==> config.mk <==
export PLATFORM = sky130hd
export DESIGN_NAME = dffram_wb_adapter
export DESIGN_NICKNAME = d
export VERILOG_FILES = /design/src/rtl/dffram_wb_adapter.sv
export SDC_FILE = /design/constraint.sdc
export NUM_CORES = 1
export LEC_CHECK = 0
export BUFFER_PORTS_ARGS = -buffer_cell sky130_fd_sc_hd__clkbuf_2
export CAP_MARGIN = 20
export CELL_PAD_IN_SITES_DETAIL_PLACEMENT = 1
export CELL_PAD_IN_SITES_GLOBAL_PLACEMENT = 1
export CORE_MARGIN = 2
export CORE_UTILIZATION = 30
export CTS_CLUSTER_SIZE = 30
export DETAILED_ROUTE_END_ITERATION = 16
export PLACE_DENSITY_LB_ADDON = 0.1
export SETUP_SLACK_MARGIN = 0.2
export SLEW_MARGIN = 30
export SYNTH_ARGS = -nofsm -noshare
export SYNTH_HDL_FRONTEND = slang
export SYNTH_SLANG_ARGS = --single-unit
export TNS_END_PERCENT = 100
==> constraint.sdc <==
create_clock -name CLK -period 1.54 [get_ports CLK]
set_input_delay 0.077 -clock CLK [delete_from_list [all_inputs] [get_ports CLK]]
set_output_delay 0.077 -clock CLK [all_outputs]
set_load 0.1 [all_outputs]
==> src/rtl/dffram_wb_adapter.sv <==
// Wishbone classic slave that fronts a single-port DFFRAM macro.
// All RAM-side and bus-side outputs are registered; an optional zero-fill sweep runs after reset.
module dffram_wb_adapter #(
    parameter int WSIZE         = 4,
    parameter int AWIDTH        = 6,
    parameter bit INIT_ON_RESET = 1'b1
) (
    input  logic                 CLK,
    input  logic                 RST_N,
    input  logic                 wb_cyc_i,
    input  logic                 wb_stb_i,
    input  logic                 wb_we_i,
    input  logic [WSIZE-1:0]     wb_sel_i,
    input  logic [31:0]          wb_adr_i,
    input  logic [WSIZE*8-1:0]   wb_dat_i,
    output logic [WSIZE*8-1:0]   wb_dat_o,
    output logic                 wb_ack_o,
    output logic                 EN0,
    output logic [WSIZE-1:0]     WE0,
    output logic [AWIDTH-1:0]    A0,
    output logic [WSIZE*8-1:0]   Di0,
    input  logic [WSIZE*8-1:0]   Do0,
    output logic                 init_done
);

    localparam int DW = WSIZE * 8;

    typedef enum logic [2:0] {
        INIT,
        IDLE,
        ACCESS,
        RWAIT,
        ACK
    } state_t;

    state_t              state_q, state_d;
    logic [AWIDTH-1:0]   cnt_q, cnt_d;
    logic                en0_q, en0_d;
    logic [WSIZE-1:0]    we0_q, we0_d;
    logic [AWIDTH-1:0]   a0_q, a0_d;
    logic [DW-1:0]       di0_q, di0_d;
    logic                ack_q, ack_d;
    logic [DW-1:0]       dat_q, dat_d;
    logic                init_done_q, init_done_d;
    logic                is_write_q, is_write_d;
    logic                req;

    // Byte-offset bits and everything above the word index alias onto the same RAM word.
    logic unused_adr_bits;
    assign unused_adr_bits = ^{wb_adr_i[31:AWIDTH+2], wb_adr_i[1:0]};

    assign req = wb_cyc_i & wb_stb_i;

    always_comb begin
        state_d     = state_q;
        cnt_d       = cnt_q;
        en0_d       = 1'b0;
        we0_d       = '0;
        a0_d        = a0_q;
        di0_d       = di0_q;
        ack_d       = 1'b0;
        dat_d       = dat_q;
        init_done_d = init_done_q;
        is_write_d  = is_write_q;

        case (state_q)
            INIT: begin
                en0_d = 1'b1;
                we0_d = '1;
                di0_d = '0;
                a0_d  = cnt_q;
                cnt_d = cnt_q + 1'b1;
                if (cnt_q == '1) begin
                    state_d = IDLE;
                end
            end

            IDLE: begin
                init_done_d = 1'b1;
                if (req) begin
                    en0_d      = 1'b1;
                    we0_d      = wb_we_i ? wb_sel_i : '0;
                    a0_d       = wb_adr_i[AWIDTH+1:2];
                    di0_d      = wb_dat_i;
                    is_write_d = wb_we_i;
                    state_d    = ACCESS;
                end
            end

            // A master that abandons the cycle still gets its RAM access, just no ack.
            ACCESS: begin
                if (is_write_q) begin
                    ack_d   = wb_cyc_i;
                    state_d = ACK;
                end else begin
                    state_d = RWAIT;
                end
            end

            RWAIT: begin
                dat_d   = Do0;
                ack_d   = wb_cyc_i;
                state_d = ACK;
            end

            ACK: begin
                state_d = IDLE;
            end

            default: begin
                state_d = IDLE;
            end
        endcase
    end

    always_ff @(posedge CLK) begin
        if (!RST_N) begin
            state_q     <= INIT_ON_RESET ? INIT : IDLE;
            cnt_q       <= '0;
            en0_q       <= 1'b0;
            we0_q       <= '0;
            a0_q        <= '0;
            di0_q       <= '0;
            ack_q       <= 1'b0;
            dat_q       <= '0;
            init_done_q <= ~INIT_ON_RESET;
            is_write_q  <= 1'b0;
        end else begin
            state_q     <= state_d;
            cnt_q       <= cnt_d;
            en0_q       <= en0_d;
            we0_q       <= we0_d;
            a0_q        <= a0_d;
            di0_q       <= di0_d;
            ack_q       <= ack_d;
            dat_q       <= dat_d;
            init_done_q <= init_done_d;
            is_write_q  <= is_write_d;
        end
    end

    assign EN0       = en0_q;
    assign WE0       = we0_q;
    assign A0        = a0_q;
    assign Di0       = di0_q;
    assign wb_ack_o  = ack_q;
    assign wb_dat_o  = dat_q;
    assign init_done = init_done_q;

endmodule
; ---- Yosys cells after proc, flatten, opt, wreduce, memory -nomap -nowiden
; Cells that the tools add are included.
; Widths: inputs -> output; s select.
[word_totals]
register_bits = 87
input_bits = 105
word_cells = 38
output_inout_bits = 77
[classes]
bitwise = 1
muxes = 15
n_reduce_logical = 5
eq_ne = 6
addsub = 1
[op_table]
columns = op, n
row1 = $pmux 32 s2, 1
row2 = $mux 32, 1
row3 = $pmux 3 s4, 1
row4 = $pmux 6 s2, 1
row5 = $mux 3, 3
row6 = $mux 4, 2
row7 = $pmux 4 s2, 1
row8 = $add 6x1->6 const B, 1
row9 = $eq 3x2->1 const B, 2
row10 = $eq 6x6->1 const B, 1
row11 = $mux 6, 1
row12 = $reduce_and 2->1, 3
row13 = $ne 2x2->1 const B, 2
row14 = $pmux 1 s2, 2
row15 = $eq 3x1->1 const B, 1
row16 = $logic_not 3->1, 1
row17 = $mux 1, 2
row18 = $reduce_bool 2->1, 1
row19 = $and 1x1->1, 1

; ---- Longest topological paths before layout
[logic_depth]
depth_word = 3
ltp_mapped = 6
depth_no_buf = 4

; ---- Worst setup path after synthesis
; Ideal clock, no wire load.
[synth_timing]
path_kind = reg2reg
startpoint = reg, netlist name A0[0]
endpoint = reg a0_q[0] (netlist: A0[0])
path_buffers = 0
setup_time_ns = 0.086
setup_slack_ns = 0.243
t_arrival_ns = 1.211
required_time_ns = 1.454
period_less_slack_ns = 1.297
path_stages_with_launch = 3
path_cell_list = dfxtp_1 > a21oi_1 > a211oi_1
[synth_rtl]
columns = item, line
row1 = end signal: assignment, 122  ; a0_q <= '0;
row2 = end signal: assignment, 133  ; a0_q <= a0_d;
row3 = end: declaration, 40  ; logic [AWIDTH-1:0] a0_q, a0_d;

; ---- Worst setup path after layout
[layout_timing]
startpoint = reg state_q[1]
endpoint = reg di0_q[15] (netlist: Di0[15])
[layout_via]
elab_chain_cells = 3
word_cells_on_any_way = 6
cone_classes = eq/ne (2) / mux (1) / reduce/logical (3)
[layout_lines]
columns = item, line
row1 = start: declaration, 36  ; state_t state_q, state_d;
row2 = start signal: assignment, 118  ; state_q <= INIT_ON_RESET ? INIT : IDLE;
row3 = start signal: assignment, 129  ; state_q <= state_d;
row4 = $eq 3x1->1 or $logic_not 3->1 (tied branches), 66  ; case (state_q)
row5 = $ne 2x2->1 (no line) or $reduce_bool 2->1 (tied branches), -
row6 = $reduce_and 2->1 (no line), -
row7 = end signal: assignment, 134  ; di0_q <= di0_d;
row8 = end: declaration, 41  ; logic [DW-1:0] di0_q, di0_d;
; Parallel ways exist; a longest one is shown, timed or not.
; A chain may end at the register's enable or synchronous reset.

==> results by group <==
Status
  – Outcome: complete, no violations

STA
  – Worst hold slack: around 0.043 ns
  – Slew of the pin with the lowest slew margin: 0.5721 ns
  – Setup TNS: 0 ns
  – Final hold violations: 0
  – Final Slew Violations: 0
  – Tmin final: ~1.3 ns
  – Rel. slew slack: 62.02%
  – Final setup margin: 0.2450 ns
  – Fmax achieved: ~770 MHz
  – Endpoints failing setup: 0
  – RSZ-0062 raised after global routing: yes
  – Final clock skew: between 0.006 and 0.007 ns
  – Fin crit share: around 84%

Global routing
  – Global-route wire length before repair: about 16 mm
  – Largest net degree at the start of global routing: 44
  – Vias in the first global route: about 3100
  – Total track usage: between 10% and 20%
  – Total congestion overflow: 0
  – Initial antenna violation count: 0

Placed design
  – DP Cell Count: between 500 and 600
  – Port bufs: around 160
  – Final GP Congestion: around 0.72
  – Dpl ws: 0.04184 ns
  – Final HPWL DP: approximately 6.1 mm

Critical path
  – CP Max Fanout: 32
  – Setup crit end kind: flop
  – Worst Path Arrival: 1.60 ns
  – Crit start category: flop
  – Critical path class: flop to flop
  – Worst endpoint required time: roughly 1.8 ns

Floorplanning
  – I/O pins: 182
  – Die area: 0.01111 mm^2
  – Die Width: around 110 um
  – Core Rows: 37
  – Core area: 0.01014 mm^2
  – Die Y: approximately 110 um
  – Initial Utilization: 30.42%

Job
  – Max cap viols: 0

Detailed routing
  – Antenna-violating nets left: 0
  – DRT iter0 DRCs: between 100 and 150
  – Vias per inst: roughly 4.6
  – # DRC: 0
  – Total routed wirelength: around 10 mm
  – Total vias in the final route: about 3100
  – Post-DR wirelength/cell: approximately 15 um
  – DRT Pass-1 Iters: 4

Synthesis
  – Mean post-synth cell area: between 9 and 10 um^2
  – Syn Nets: ~430
  – Post-Syn Area: 0.003084 mm^2
  – Post-synthesis cell count: approximately 320
  – Yosys cell types: 34
  – Yosys warnings: 0
  – FF+latch count, synth: 87
  – Sequential-to-total area share from yosys stat: between 50% and 60%

Clock tree
  – TritonCTS buffer count: 9
  – Clk sinks: slightly below 90
  – Clock-pin slew on the worst setup and hold paths: 0.09 ns
  – CTS tree: built
  – H-tree depth: 3
  – CTS Root Buffer Type: clkbuf_8
  – Clock buffer depth: 2
  – Skew-Pair Late Insertion Delay: 0.36 ns

Cells and area
  – Synth-to-layout area growth: 64.46%
  – Seq. cell area: between 0.0015 and 0.002 mm^2
  – N_diodes: 0
  – # fillers: ~1200
  – Nets: roughly 650
  – Multi-input logic area: ~0.0012 mm^2
  – Share of layout cells above drive strength 1: approximately 36%
  – Commonest non-fill, non-tap cell in the layout: clkbuf_2
  – Most frequent cells in the layout: clkbuf_2, dfxtp_1, nand2_1, dlygate4sd3_1, a21oi_1
  – Fin cells: slightly below 700

Worst hold path
  – HP Class: primary input to flop

Power
  – Worst vdd ir: 0.0004261 V
  – Lkg Pwr: approximately 2.2 nW
  – Pwr dens: 945.2 mW/mm^2
synthesized netlist by cell type (all sizes together):
cell    number  area (um^2)
a311oi       1        8.760
xnor2        2        17.52
dfxtp       87         1742
nand2       75        281.5
ha           1        12.51
nand4        1        6.260
nand3        4        20.02
mux2i       11        110.1
o21ai        2        10.01
or3          1        6.260
nor2         7        26.28
and2         3        18.77
and4         1        8.760
nand3b       1        7.510
nor4b        1        8.760
a211oi       6        45.04
a21oi       44        224.0
and3         4        25.02
clkinv       1        3.750
buf         17        105.1
a22o        32        280.3
o21a         1        7.510
and3b        1        8.760
a21bo        1        10.01
nor3         2        15.01
clkbuf       8        30.03
nand2b       4        25.02
nor3b        2        20.02
layout make-up:
cell class | count | share of cell area, %
sequential | 87 | 34.48
timing repair buffer | 239 | 32.61
multi-input combinational | 208 | 24.20
tap | 136 | 3.355
clock inverter | 7 | 2.837
clock buffer | 9 | 2.442
inverter | 1 | 0.07400
state kept, by name, indices dropped and copies added, names as in the netlist:
| name | cells |
|---|---|
| wb_dat_o | 32 |
| cnt_q | 6 |
| WE0 | 4 |
| state_q | 3 |
| wb_ack_o | 1 |
| A0 | 6 |
| Di0 | 32 |
| init_done | 1 |
| EN0 | 1 |
| is_write_q | 1 |
metrics by stage:
stage / utilization [%] / area (um^2) / power, mW
global placement: 39.65 / 4020 / 2.591
floorplan: - / 3084 / 2.461
finish: 50.03 / 5072 / 4.794
global route: 50.03 / 5072 / 4.978
CTS: 49.28 / 4996 / 4.845
detailed placement: 39.65 / 4020 / 2.596
cell families (layout without fill, tap and decap cells):
kind of cell | count (synthesis) | after routing | share of synthesized area, %
DFF | 87 | 87 | 56.47
and+or+nand+nor | 107 | 107 | 15.50
adders and majority gates | 1 | 1 | 0.4056
AOI/OAI and AO/OA | 87 | 87 | 18.99
xor gates and xnor gates | 2 | 2 | 0.5681
muxes | 11 | 11 | 3.570
buffers and inverters | 26 | 256 | 4.503
what timing repair did:
action                                 CTS  global route
resized for setup                        5             8
hold buffers                            69             0
endpoints found under the hold margin   69             0
cloned                                   0             2
buffers inserted                         1             2
pin swaps                                1             2
setup endpoints to repair               42            76
critical path, cell delays in order (launching register included):
cell and delay [ns]:
dfxtp_2 0.40, nor3b_4 0.21, and4_1 0.27, buf_12 0.20
a22o_1 0.15
worst paths after layout:
path / startpoint / endpoint / slack, ns / cells after the start
setup / recovery: state_q[1] / Di0[15] / 0.25 / 4
hold / removal: wb_adr_i[2] / A0[0] / 0.04 / 3
setup reg to reg: state_q[1] / Di0[15] / 0.25 / 4
hold reg to reg: wb_dat_o[20] / wb_dat_o[20] / 0.46 / 2
where the power goes:
part	switching (mW)	internal (mW)	total (mW)
clock	0.856	1.25	2.10
combinational	0.199	0.215	0.413
sequential	0.0113	2.27	2.28
routing by layer:
metal | GRT usage (%) | share of wire (%) | wire, um
met1 | 21.10 | 42 | 4328
met2 | 31.84 | 52 | 5334
met3 | 3.401 | 4.4 | 456
met4 | 8.000 | 1.6 | 165
met5 | 0 | 0 | 0
Power figures use the tool's default switching activity.
